**src/rtl/launcher_pkg.sv**
```systemverilog
// ============================================================================
// Module      : launcher_pkg
// Description : Shared state encodings and defaults for riscv_kernel_launcher.
// Revision    : 1.0 - initial release
// ============================================================================
`default_nettype none

package launcher_pkg;

  localparam logic [2:0] c_StIdle  = 3'd0;
  localparam logic [2:0] c_StLoad  = 3'd1;
  localparam logic [2:0] c_StStart = 3'd2;
  localparam logic [2:0] c_StRun   = 3'd3;
  localparam logic [2:0] c_StRead  = 3'd4;
  localparam logic [2:0] c_StError = 3'd5;

  typedef enum logic [2:0] {
    S_IDLE  = c_StIdle,
    S_LOAD  = c_StLoad,
    S_START = c_StStart,
    S_RUN   = c_StRun,
    S_READ  = c_StRead,
    S_ERROR = c_StError
  } state_t;

  localparam int c_DefaultTimeout = 4096;

endpackage

`default_nettype wire

```
**src/rtl/launcher_rd_buf.sv**
```systemverilog
// ============================================================================
// Module      : launcher_rd_buf
// Description : Two-entry valid/ready FIFO with occupancy output.
// Revision    : 1.0 - initial release
// ============================================================================
`default_nettype none

module launcher_rd_buf #(
  parameter int WIDTH = 32
) (
  input  logic             clk,
  input  logic             rst,
  input  logic             pushValid,
  input  logic [WIDTH-1:0] pushData,
  output logic             popValid,
  input  logic             popReady,
  output logic [WIDTH-1:0] popData,
  output logic [1:0]       count
);

  logic [WIDTH-1:0] r_mem [2];
  logic             r_wrPtr;
  logic             r_rdPtr;
  logic [1:0]       r_count;
  logic             w_push;
  logic             w_pop;

  assign w_push   = pushValid & (r_count != 2'd2);
  assign w_pop    = popValid & popReady;
  assign popValid = (r_count != 2'd0);
  assign popData  = r_mem[r_rdPtr];
  assign count    = r_count;

  always_ff @(posedge clk) begin
    if (rst) begin
      r_wrPtr <= 1'b0;
      r_rdPtr <= 1'b0;
      r_count <= 2'd0;
    end else begin
      if (w_push) begin
        r_mem[r_wrPtr] <= pushData;
        r_wrPtr        <= ~r_wrPtr;
      end
      if (w_pop) begin
        r_rdPtr <= ~r_rdPtr;
      end
      r_count <= r_count + {1'b0, w_push} - {1'b0, w_pop};
    end
  end

endmodule

`default_nettype wire

```
**src/rtl/riscv_kernel_launcher.sv**
```systemverilog
// ============================================================================
// Module      : riscv_kernel_launcher
// Description : Loads imem, launches the core, waits for done with timeout and
//               streams dmem back. LAUNCHER_CHECKSUM_EN appends a sum word.
// Revision    : 1.0 - initial release
// ============================================================================
`default_nettype none

module riscv_kernel_launcher
  import launcher_pkg::*;
#(
  parameter int ADDRESS_WIDTH_IMEM = 6,
  parameter int ADDRESS_WIDTH_DMEM = 5,
  parameter int IMEM_SIZE          = 40,
  parameter int DMEM_SIZE          = 32,
  parameter int DATA_WIDTH         = 32,
  parameter int TIMEOUT_CYCLES     = c_DefaultTimeout
) (
  input  logic                          ap_clk,
  input  logic                          ap_rst,
  input  logic                          cmd_start,
  input  logic                          prog_valid,
  output logic                          prog_ready,
  input  logic [DATA_WIDTH-1:0]         prog_data,
  output logic [ADDRESS_WIDTH_IMEM-1:0] imem_wr_address,
  output logic                          imem_wr_en,
  output logic [DATA_WIDTH-1:0]         imem_wr_data,
  output logic [ADDRESS_WIDTH_DMEM-1:0] dmem_rd_address,
  output logic                          dmem_rd_ce,
  input  logic [DATA_WIDTH-1:0]         dmem_rd_q,
  output logic                          kernel_rst,
  output logic                          kernel_start,
  input  logic                          kernel_done,
  output logic                          res_valid,
  input  logic                          res_ready,
  output logic [DATA_WIDTH-1:0]         res_data,
  output logic                          busy,
  output logic                          error
);

  localparam int c_WordCntW = $clog2(IMEM_SIZE + 1);
  localparam int c_RdCntW   = $clog2(DMEM_SIZE + 1);
  localparam int c_CycCntW  = $clog2(TIMEOUT_CYCLES + 1);
`ifdef LAUNCHER_CHECKSUM_EN
  localparam int c_ResTotal = DMEM_SIZE + 1;
`else
  localparam int c_ResTotal = DMEM_SIZE;
`endif
  localparam int c_ResCntW  = $clog2(c_ResTotal + 1);

  state_t                  r_state;
  logic [c_WordCntW-1:0]   r_wordCnt;
  logic [c_CycCntW-1:0]    r_cycCnt;
  logic [c_RdCntW-1:0]     r_rdAddr;
  logic [c_ResCntW-1:0]    r_resCnt;
  logic                    r_inFlight;
  logic                    r_kernelRst;
  logic                    r_kernelStart;
  logic                    r_busy;
  logic                    r_error;

  logic                    w_accept;
  logic                    w_issue;
  logic                    w_pop;
  logic                    w_lastRes;
  logic [2:0]              w_occ;
  logic                    w_bufValid;
  logic                    w_bufPop;
  logic [DATA_WIDTH-1:0]   w_bufData;
  logic [1:0]              w_bufCount;

  assign w_accept        = (r_state == S_LOAD) & prog_valid;
  assign prog_ready      = (r_state == S_LOAD);
  assign imem_wr_en      = w_accept;
  assign imem_wr_address = ADDRESS_WIDTH_IMEM'(r_wordCnt);
  assign imem_wr_data    = w_accept ? prog_data : '0;

  // Occupancy counts the word in flight and frees the slot popped this cycle,
  // which is what lets a 2-entry buffer sustain one word per cycle.
  assign w_bufPop  = w_bufValid & res_ready;
  assign w_occ     = {1'b0, w_bufCount} + {2'b00, r_inFlight} - {2'b00, w_bufPop};
  assign w_issue   = (r_state == S_READ) && (r_rdAddr < c_RdCntW'(DMEM_SIZE)) && (w_occ < 3'd2);
  assign dmem_rd_ce      = w_issue;
  assign dmem_rd_address = ADDRESS_WIDTH_DMEM'(r_rdAddr);

  launcher_rd_buf #(
    .WIDTH (DATA_WIDTH)
  ) u_rdBuf (
    .clk       (ap_clk),
    .rst       (ap_rst),
    .pushValid (r_inFlight),
    .pushData  (dmem_rd_q),
    .popValid  (w_bufValid),
    .popReady  (res_ready),
    .popData   (w_bufData),
    .count     (w_bufCount)
  );

`ifdef LAUNCHER_CHECKSUM_EN
  logic [DATA_WIDTH-1:0] r_sum;
  logic                  w_sumPhase;

  assign w_sumPhase = (r_state == S_READ) && (r_resCnt == c_ResCntW'(DMEM_SIZE));
  assign res_valid  = w_bufValid | w_sumPhase;
  assign res_data   = w_sumPhase ? r_sum : (w_bufValid ? w_bufData : '0);

  always_ff @(posedge ap_clk) begin
    if (ap_rst || r_state != S_READ) begin
      r_sum <= '0;
    end else if (w_bufPop) begin
      r_sum <= r_sum + w_bufData;
    end
  end
`else
  assign res_valid = w_bufValid;
  assign res_data  = w_bufValid ? w_bufData : '0;
`endif

  assign w_pop     = res_valid & res_ready;
  assign w_lastRes = (r_resCnt == c_ResCntW'(c_ResTotal - 1));

  assign kernel_rst   = r_kernelRst;
  assign kernel_start = r_kernelStart;
  assign busy         = r_busy;
  assign error        = r_error;

  always_ff @(posedge ap_clk) begin
    if (ap_rst) begin
      r_state       <= S_IDLE;
      r_wordCnt     <= '0;
      r_cycCnt      <= '0;
      r_rdAddr      <= '0;
      r_resCnt      <= '0;
      r_inFlight    <= 1'b0;
      r_kernelRst   <= 1'b1;
      r_kernelStart <= 1'b0;
      r_busy        <= 1'b0;
      r_error       <= 1'b0;
    end else begin
      r_inFlight <= w_issue;
      case (r_state)
        S_IDLE, S_ERROR: begin
          if (cmd_start) begin
            r_state   <= S_LOAD;
            r_wordCnt <= '0;
            r_error   <= 1'b0;
            r_busy    <= 1'b1;
          end
        end
        S_LOAD: begin
          if (prog_valid) begin
            r_wordCnt <= r_wordCnt + c_WordCntW'(1);
            if (r_wordCnt == c_WordCntW'(IMEM_SIZE - 1)) begin
              r_state       <= S_START;
              r_kernelRst   <= 1'b0;
              r_kernelStart <= 1'b1;
            end
          end
        end
        S_START: begin
          r_state       <= S_RUN;
          r_kernelStart <= 1'b0;
          r_cycCnt      <= '0;
        end
        S_RUN: begin
          if (kernel_done) begin
            r_state     <= S_READ;
            r_kernelRst <= 1'b1;
            r_rdAddr    <= '0;
            r_resCnt    <= '0;
          end else if (r_cycCnt == c_CycCntW'(TIMEOUT_CYCLES - 1)) begin
            r_state     <= S_ERROR;
            r_kernelRst <= 1'b1;
            r_error     <= 1'b1;
            r_busy      <= 1'b0;
          end else begin
            r_cycCnt <= r_cycCnt + c_CycCntW'(1);
          end
        end
        S_READ: begin
          if (w_issue) begin
            r_rdAddr <= r_rdAddr + c_RdCntW'(1);
          end
          if (w_pop) begin
            r_resCnt <= r_resCnt + c_ResCntW'(1);
            if (w_lastRes) begin
              r_state <= S_IDLE;
              r_busy  <= 1'b0;
            end
          end
        end
        default: begin
          r_state <= S_IDLE;
        end
      endcase
    end
  end

endmodule

`default_nettype wire

```
**config.mk**
```make
export PLATFORM = sky130hd
export DESIGN_NAME = riscv_kernel_launcher
export DESIGN_NICKNAME = d
export VERILOG_FILES = /design/src/rtl/launcher_pkg.sv /design/src/rtl/launcher_rd_buf.sv /design/src/rtl/riscv_kernel_launcher.sv
export SDC_FILE = /design/constraint.sdc
export NUM_CORES = 1
export LEC_CHECK = 0
export ABC_AREA = 1
export ABC_CLOCK_PERIOD_IN_PS = 9850
export BUFFER_PORTS_ARGS = -buffer_cell sky130_fd_sc_hd__buf_2
export CAP_MARGIN = 20
export CORE_ASPECT_RATIO = 1.4
export CORE_MARGIN = 8
export CORE_UTILIZATION = 30
export DETAILED_ROUTE_END_ITERATION = 10
export PLACE_DENSITY = 0.55
export SLEW_MARGIN = 20
export SYNTH_ARGS = -nofsm -noshare
export SYNTH_HDL_FRONTEND = slang
export SYNTH_SLANG_ARGS = --single-unit
```
**constraint.sdc**
```tcl
create_clock -name ap_clk -period 9.85 [get_ports ap_clk]
set_clock_uncertainty 0.15 [all_clocks]
set_input_delay 0.4925 -clock ap_clk [delete_from_list [all_inputs] [get_ports ap_clk]]
set_output_delay 0.4925 -clock ap_clk [all_outputs]
set_load 0.02 [all_outputs]
```
==> summary.md, run 1 <==
| Metric | Value |
|---|---|
| Setup violators final | `0` |
| Post-synthesis sequential area ratio | `a little under three fifths` |
| Count of different cell masters after synthesis | `36` |
| Number of remaining DRC errors | `0` |
| Core Region | `0.01668 mm2` |
| Synthesized area | `between 0.005 and 0.006 mm2` |
| DRC violation total after the first TritonRoute iteration | `224` |
| Count of state elements after synthesis | `around 110` |
| Clock buffer depth | `2` |
| Post-synthesis cell count | `between 500 and 600` |
| Mean routed wirelength per cell | `13.56 um` |
| Number of max-slew violations in the final report | `0` |
| Filler-free cell count of the finished design | `~950` |
| Wire length of the first global-routing pass | `slightly above 20000 um` |
| Synth Warn # | `0` |
| CP Data Arrival Time | `approximately 2.9 ns` |
| Detailed-placement wirelength estimate | `9448 um` |
| Gr usage total | `12.01%` |
| Critical Path Start Type | `flop` |
| Leakage Power | `between 2 and 3 nW` |
| Worst EP required | `about 9 ns` |
| Number of antenna violations at the first check in global routing | `0` |
| Top cells by instance count after synthesis | `nand2_1 (154), nor2_1 (77), inv_1 (74)` |
| Endpoint with the worst hold slack | `u_rdBuf.r_mem[1][29]$_DFFE_PP_` |
| Area share of the leading cell type in the synthesized netlist | `~38%` |
| Remaining max-slew budget at the tightest pin | `35.80%` |
| Max Cap Violations | `0` |
| Number of nets in the layout | `a little over 800` |
| Effective utilization at floorplan | `between 30% and 40%` |
| Number of vias per cell | `around 4.4` |
| TritonCTS clock tree | `done` |
| Clock tree root driver cell | `clkbuf_16` |
| Count of TritonRoute iterations in the first routing pass | `4` |
| Run status | `completed` |
| Layout Area Growth over Synthesis | `24.09%` |
| Crit Reg-Reg Startpoint | `u_rdBuf.count[1]$_SDFF_PP0_` |
| Number of global-route vias before repair | `about 4100` |
| Cell with the most instances after synthesis | `nand2_1` |
| Setup fix buffers added after clock tree synthesis | `0` |
| Fin Hold WS | `0.1819 ns` |
| Number of gates resized after cts | `0` |
| Die area | `0.02141 mm2` |
| Top area cells in the synthesized netlist | `edfxtp_1 (38%), dfxtp_1 (17%), nand2_1 (11%), a21oi_1 (6.2%), nor2_1 (5.7%)` |
| FF-to-FF setup slack | `approximately 7 ns` |
| Number of input and output port buffers inserted | `approximately 150` |
| Count of endpoints failing hold in the final timing report | `0` |
| Setup total negative slack | `0 ns` |
| Final wirelength | `roughly 13000 um` |
| Antenna-violating nets left | `0` |
| Most used flip-flop cell after synthesis | `edfxtp_1` |
| Number of antenna repair diodes | `0` |
| Reg-to-Reg End | `r_rdAddr[1]$_SDFFE_PP0P_` |
| Largest driver fanout on the critical path | `34` |
| H-Tree Depth | `3` |
| Total number of vias | `~4200` |
| Critical path capture point type | `primary output` |
| Final global-route overflow total | `0` |
| Number of buffers added to fix hold violations after cts | `0` |
| Yosys top cell by area | `edfxtp_1` |
| Avg Inst Size Synth | `~8.5 um2` |
| Worst Hold Path Cells | `1` |
| Maximum number of pins on one net before global-route repair | `35` |
| Setup Crit Path Kind | `flop to primary output` |
| Pwr/cell area | `221.3 mW/mm2` |
| Die Width | `between 100 and 150 um` |
| Total clock sinks | `approximately 110` |
| Max VDD drop | `114.5 uV` |
| Synth Net Count | `around 670` |
| Cell row count | `56` |
| Setup repair after global routing missed its margin | `false` |
| Ys async rst share | `0%` |
| I/O pin cnt | `around 150` |
| Min Tclk post-route | `3.541 ns` |
| CTS clock-pin slew for the worst setup and hold paths | `~0.07 ns` |
| Number of cells in the design after placement | `931` |
| Final standard cell utilization of the core | `about 38%` |
| Depth of the worst register-to-register path | `14` |
| Die boundary height | `roughly 170 um` |
| Skew-Pair Late Insertion Delay | `~0.35 ns` |
| Hold Path Class | `input pin to flop` |
| Beginning of the worst hold path | `dmem_rd_q[29]` |
| Final GP Congestion | `slightly below 0.8` |
| Layout cell share with drive strength beyond 1 | `a little over a quarter` |
| Final period util | `between 30 and 40%` |
| TritonCTS Buffers | `9` |
| Fmax | `roughly 0.28 GHz` |
| Worst slew pin tran | `roughly 0.96 ns` |
| Number of synthesized flops with an enable pin | `64` |
-- kinds of logic (layout without fill, tap and decap cells) --
kind of cell	count (synthesis)	count (layout)	share of synthesized area (%)
flip-flops	108	108	55.19
AO/OA/AOI/OAI	87	87	9.140
AND/OR/NAND/NOR	281	281	24.05
buffers and inverters	102	252	8.130
adder cells (fa/ha/maj)	8	8	2.119
XOR/XNOR	8	8	1.380
-- layer usage --
metal  routed length [um]  vias up  global-route usage [%]
li1                     -     2197                       -
met1                 5663     1885                   13.85
met4                  190        0                   4.567
met5                    0        -                       0
met2                 6391       82                   21.19
met3                  599       12                   2.787
-- area by class of cell --
type | instances | area (um2)
Clock buffer | 9 | 225.2
Clock inverter | 7 | 56.30
Fill cell | 1757 | 10370
Inverter | 80 | 300.3
Multi-Input combinational cell | 384 | 1873
Sequential cell | 108 | 2803
Tap cell | 203 | 254.0
Timing Repair Buffer | 156 | 790.8
-- worst max-delay path by stage --
stage,startpoint,endpoint,slack [ns],cells after the start
2_1_floorplan,ap_rst,u_rdBuf.r_mem[1][0]$_DFFE_PP_,6.32,2
4_1_cts,u_rdBuf.count[1]$_SDFF_PP0_,dmem_rd_ce,6.26,12
6_report,u_rdBuf.count[1]$_SDFF_PP0_,dmem_rd_ce,6.31,12
3_3_place_gp,u_rdBuf.count[1]$_SDFF_PP0_,dmem_rd_ce,6.68,12
3_5_place_dp,u_rdBuf.count[1]$_SDFF_PP0_,dmem_rd_ce,6.65,12
5_1_grt,u_rdBuf.count[1]$_SDFF_PP0_,dmem_rd_ce,6.07,12
-- where the power goes --
part / switching, mW / total, mW / internal, mW / leakage, nW
sequential: 0.0199 / 0.532 / 0.512 / 0.932
clock: 0.167 / 0.343 / 0.175 / 0.132
combinational: 0.368 / 0.520 / 0.152 / 1.82
-- cell usage in the layout, fill, tap and decap left out, types with 2 or more instances in the layout --
| cell | n |
|---|---|
| a21oi_1 | 63 |
| a21oi_2 | 4 |
| nand2_1 | 154 |
| nand2_4 | 2 |
| inv_2 | 6 |
| nand4_1 | 4 |
| inv_1 | 73 |
| edfxtp_1 | 64 |
| nand3_1 | 23 |
| clkbuf_16 | 9 |
| ha_1 | 7 |
| o21ai_0 | 14 |
| inv_6 | 3 |
| nand3b_1 | 3 |
| nor3_1 | 3 |
| nor2_2 | 3 |
| nor2_1 | 75 |
| buf_2 | 152 |
| buf_4 | 4 |
| dfxtp_1 | 44 |
| xor2_1 | 7 |
| nand3_2 | 2 |
| nand2_2 | 2 |
| clkinvlp_4 | 2 |
| clkinv_1 | 2 |
| nor2_4 | 5 |
-- state kept, by name, indices dropped and copies added, names as in the netlist, named ones only --
name	count
busy	1
error	1
imem_wr_address	6
kernel_rst	1
kernel_start	1
r_cycCnt	13
r_inFlight	1
r_rdAddr	6
r_resCnt	6
r_state	3
u_rdBuf.count	2
u_rdBuf.r_mem	64
u_rdBuf.r_rdPtr	1
u_rdBuf.r_wrPtr	1
-- worst max-delay path, cell delays in order (launching register included) --
cell	delay, ns
dfxtp_1	0.44
nor2_2	0.05
buf_4	0.25
nor2_2	0.33
ha_1	0.29
inv_1	0.07
nand2_1	0.06
fa_1	0.48
nand2_1	0.05
nor2_1	0.09
nand3_1	0.13
inv_1	0.12
buf_2	0.17
-- per-stage QoR --
| stage | power [mW] | setup slack [ns] | instance area [um2] |
|---|---|---|---|
| 6_report | 1.395 | 6.309 | 6302 |
| 5_1_grt | 1.490 | 6.067 | 6302 |
| 4_1_cts | 1.422 | 6.261 | 6302 |
| 3_5_place_dp | 1.074 | 6.651 | 6021 |
| 3_3_place_gp | 1.071 | 6.684 | 6021 |
| 2_1_floorplan | 0.8975 | 6.323 | 5079 |
(Power assumes the default switching activity.)
==> inputs of run 2 (changes only) <==
--- a/config.mk
+++ b/config.mk
@@ -6,7 +6,7 @@
 export NUM_CORES = 1
 export LEC_CHECK = 0
 export ABC_AREA = 1
-export ABC_CLOCK_PERIOD_IN_PS = 9850
+export ABC_CLOCK_PERIOD_IN_PS = 3500
 export BUFFER_PORTS_ARGS = -buffer_cell sky130_fd_sc_hd__buf_2
 export CAP_MARGIN = 20
 export CORE_ASPECT_RATIO = 1.4
==> constraint.sdc (replaced) <==
create_clock -name ap_clk -period 3.5 [get_ports ap_clk]
set_clock_uncertainty 0.15 [all_clocks]
set_input_delay 0.175 -clock ap_clk [delete_from_list [all_inputs] [get_ports ap_clk]]
set_output_delay 0.175 -clock ap_clk [all_outputs]
set_load 0.02 [all_outputs]
==> run 2 against run 1 <==
Routed wire length up 2.0%. Die area unchanged. Count of clock-buffer cells in the layout up 1. Sequential share of layout area down 2.3 points. Design area up 5.5%. Power rose to 2.9 times the previous value. Hold slack worse by 0.093 ns. Global-route usage up 0.27 points. Combinational power rose to 2.9 times the previous value. First-iteration DRC count down 6.3%. Worst setup slack worse by 5.7 ns. Largest cell class unchanged. Largest power group unchanged. Highest routed layer unchanged.
==> summary.md, run 2 (same netlist as run 1, synthesis figures left out) <==
| Metric | Value |
|---|---|
| Switching part of the total power | `38.65% (-1.2 points)` |
| Final period util | `83.39%` |
| Number of antenna violations at the first check in global routing | `0 (unchanged)` |
| Number of remaining DRC errors | `0 (unchanged)` |
| Total Power Consumption | `4.005 mW (+190%)` |
| Leakage Power | `3.042 nW (+5.3%)` |
| CTS clock-pin slew for the worst setup and hold paths | `0.07 ns (about the same)` |
| Wire length of the first global-routing pass | `21510 um (+4.5%)` |
| Mean routed wirelength per cell | `13.37 um (-1.4%)` |
| Count of TritonRoute iterations in the first routing pass | `4 (unchanged)` |
| I/O pin cnt | `153 (unchanged)` |
| Detailed-placement wirelength estimate | `9560 um (+1.2%)` |
| Number of max-slew violations in the final report | `0 (unchanged)` |
| Total internal power | `2.457 mW (+190%)` |
| Effective utilization at floorplan | `30.45% (unchanged)` |
| TritonCTS clock tree | `done` |
| Final GP Congestion | `0.8035 (+2.1%)` |
| Run status | `completed` |
| Number of antenna repair diodes | `0 (unchanged)` |
| Total clock sinks | `108 (unchanged)` |
| Depth of the worst register-to-register path | `13 (-1)` |
| H-Tree Depth | `3 (unchanged)` |
| Most common cell after layout, fill and taps aside | `nand2_1` |
| Layout cell share with drive strength beyond 1 | `25.74% (-1.0 points)` |
| FF-to-FF setup slack | `0.77 ns (-6.06 ns)` |
| Largest regs | `u_rdBuf.r_mem (64), r_cycCnt (13)` |
| Setup fix buffers added after clock tree synthesis | `0 (unchanged)` |
| Maximum number of pins on one net before global-route repair | `34 (-2.9%)` |
| Cell row count | `56 (unchanged)` |
| Core Region | `0.01668 mm2 (unchanged)` |
| Count of endpoints failing hold in the final timing report | `0 (unchanged)` |
| TritonCTS Buffers | `9 (unchanged)` |
| Final wirelength | `13100 um (+2.0%)` |
| Min Tclk post-route | `2.919 ns` |
| Layout Area Growth over Synthesis | `30.89%` |
| Skew-Pair Late Insertion Delay | `0.34 ns (about the same)` |
| Max Cap Violations | `0 (unchanged)` |
| Fmax | `~0.34 GHz` |
| Gr usage total | `12.28% (+0.27 points)` |
| Footprint of the multi-input gates | `0.001873 mm2 (unchanged)` |
| Filler Cells Inserted | `1708 (-2.8%)` |
| Part of the power in combinational logic | `37.3% (about the same)` |
| Number of global-route vias before repair | `4219 (+4.0%)` |
| Largest register by flop count | `u_rdBuf.r_mem` |
| Setup total negative slack | `0 ns (unchanged)` |
| Largest driver fanout on the critical path | `9 (-74%)` |
| Die boundary height | `170.0 um (unchanged)` |
| Flip-flop count of the largest register, all copies and words added | `64 (unchanged)` |
| Critical Path Start Type | `flop` |
| Clock buffer depth | `2 (unchanged)` |
| Setup repair after global routing missed its margin | `false` |
| DRC violation total after the first TritonRoute iteration | `210 (-6.3%)` |
| Remaining max-slew budget at the tightest pin | `39.20% (+3.4 points)` |
| Pwr/cell area | `602.4 mW/mm2 (+170%)` |
| Clock power frac | `25.3% (+0.7 points)` |
| Switching component of the power | `1.548 mW (+180%)` |
| Antenna-violating nets left | `0 (unchanged)` |
| Power share of the sequential group | `37.4% (-0.7 points)` |
| Die Width | `126.0 um (unchanged)` |
| Final global-route overflow total | `0 (unchanged)` |
| Die area | `0.02141 mm2 (unchanged)` |
| CP Data Arrival Time | `2.59 ns (-0.31 ns)` |
| Worst EP required | `3.17 ns (-6.04 ns)` |
| Total number of vias | `4272 (+2.3%)` |
| Number of nets in the layout | `850 (+4.0%)` |
| Commonest non-fill, non-tap cells in the layout | `nand2_1 (154), buf_2 (152), nor2_1 (75)` |
| Hold Path Class | `input pin to flop` |
| Setup violators final | `0 (unchanged)` |
| Worst Hold Path Cells | `4 (+3)` |
| Max VDD drop | `263.6 uV (+130%)` |
| Worst slew pin tran | `0.9110 ns (-0.04604 ns)` |
| Number of input and output port buffers inserted | `152 (unchanged)` |
| Number of vias per cell | `4.359 (-1.1%)` |
| Setup Crit Path Kind | `flop to primary output` |
| Critical path capture point type | `primary output` |
| Sequential cell area | `0.002803 mm2 (unchanged)` |
| Clock tree root driver cell | `clkbuf_16` |
run 2: cell count changes in the layout (fill, tap and decap cells not counted), moves of 2 or more:
| cell | previous run | this run |
|---|---|---|
| clkinv_4 | 0 | 2 |
| clkinvlp_4 | 2 | 0 |
| clkinv_1 | 2 | 0 |
| dlygate4sd3_1 | 0 | 32 |
run 2: layout make-up:
type                       count  share of cell area (%)
clock buffer                  10                   3.444
clock inverter                 6                   1.054
inverter                      80                   4.517
multi-input combinational    384                   28.18
sequential                   108                   42.16
tap                          203                   3.821
timing repair buffer         189                   16.83
run 2: power by group through the flow:
| stage | combinational, mW | sequential [mW] | clock, mW |
|---|---|---|---|
| after global placement | 1.49 | 1.53 | 0 |
| final | 1.49 | 1.50 | 1.01 |
| after global routing | 1.66 | 1.51 | 1.10 |
| after CTS | 1.53 | 1.50 | 1.06 |
| after detailed placement | 1.49 | 1.53 | 0 |
| after floorplan | 0.983 | 1.54 | 0 |
run 2: per-stage QoR:
step           area, um2  utilization [%]  std cells  hold slack, ns  setup slack, ns
3_5_place_dp        6028            36.15        932          0.2188           0.7602
4_1_cts             6648            39.86        980         0.07581           0.5215
3_3_place_gp        6028            36.15        932          0.2120           0.8383
5_1_grt             6648            39.86        980          0.1233           0.3178
6_report            6648            39.86        980         0.08872           0.5812
2_1_floorplan       5079                -        594          0.1239           0.1466
run 2: path summary, 6_finish.rpt:
| kind | start | endpoint |
|---|---|---|
| max | u_rdBuf.count[1]$_SDFF_PP0_ | dmem_rd_ce |
| min | res_ready | u_rdBuf.r_rdPtr$_SDFFE_PP0P_ |
| max reg2reg | u_rdBuf.count[1]$_SDFF_PP0_ | r_rdAddr[1]$_SDFFE_PP0P_ |
| min reg2reg | r_cycCnt[12]$_SDFFE_PP0P_ | r_cycCnt[12]$_SDFFE_PP0P_ |
run 2: per-layer routing:
layer	global-route usage, %	routed length [um]
met1	14.47	5865
met2	21.96	6655
met3	3.320	528
met4	2.362	52
met5	0	0
run 2: repair_timing:
item,CTS,global route
gates resized for setup,0,0
hold buffers,32,0
hold endpoints to repair,64,0
run 2: critical path, cell delays in order, from the launching register on:
cell and delay, ns:
dfxtp_1 0.44, nor2_2 0.07, nor2_2 0.29, ha_1 0.29, inv_1 0.07, nand2_1 0.06
fa_1 0.49, nand2_1 0.05, nor2_1 0.09, nand3_1 0.11, inv_1 0.11, buf_2 0.17
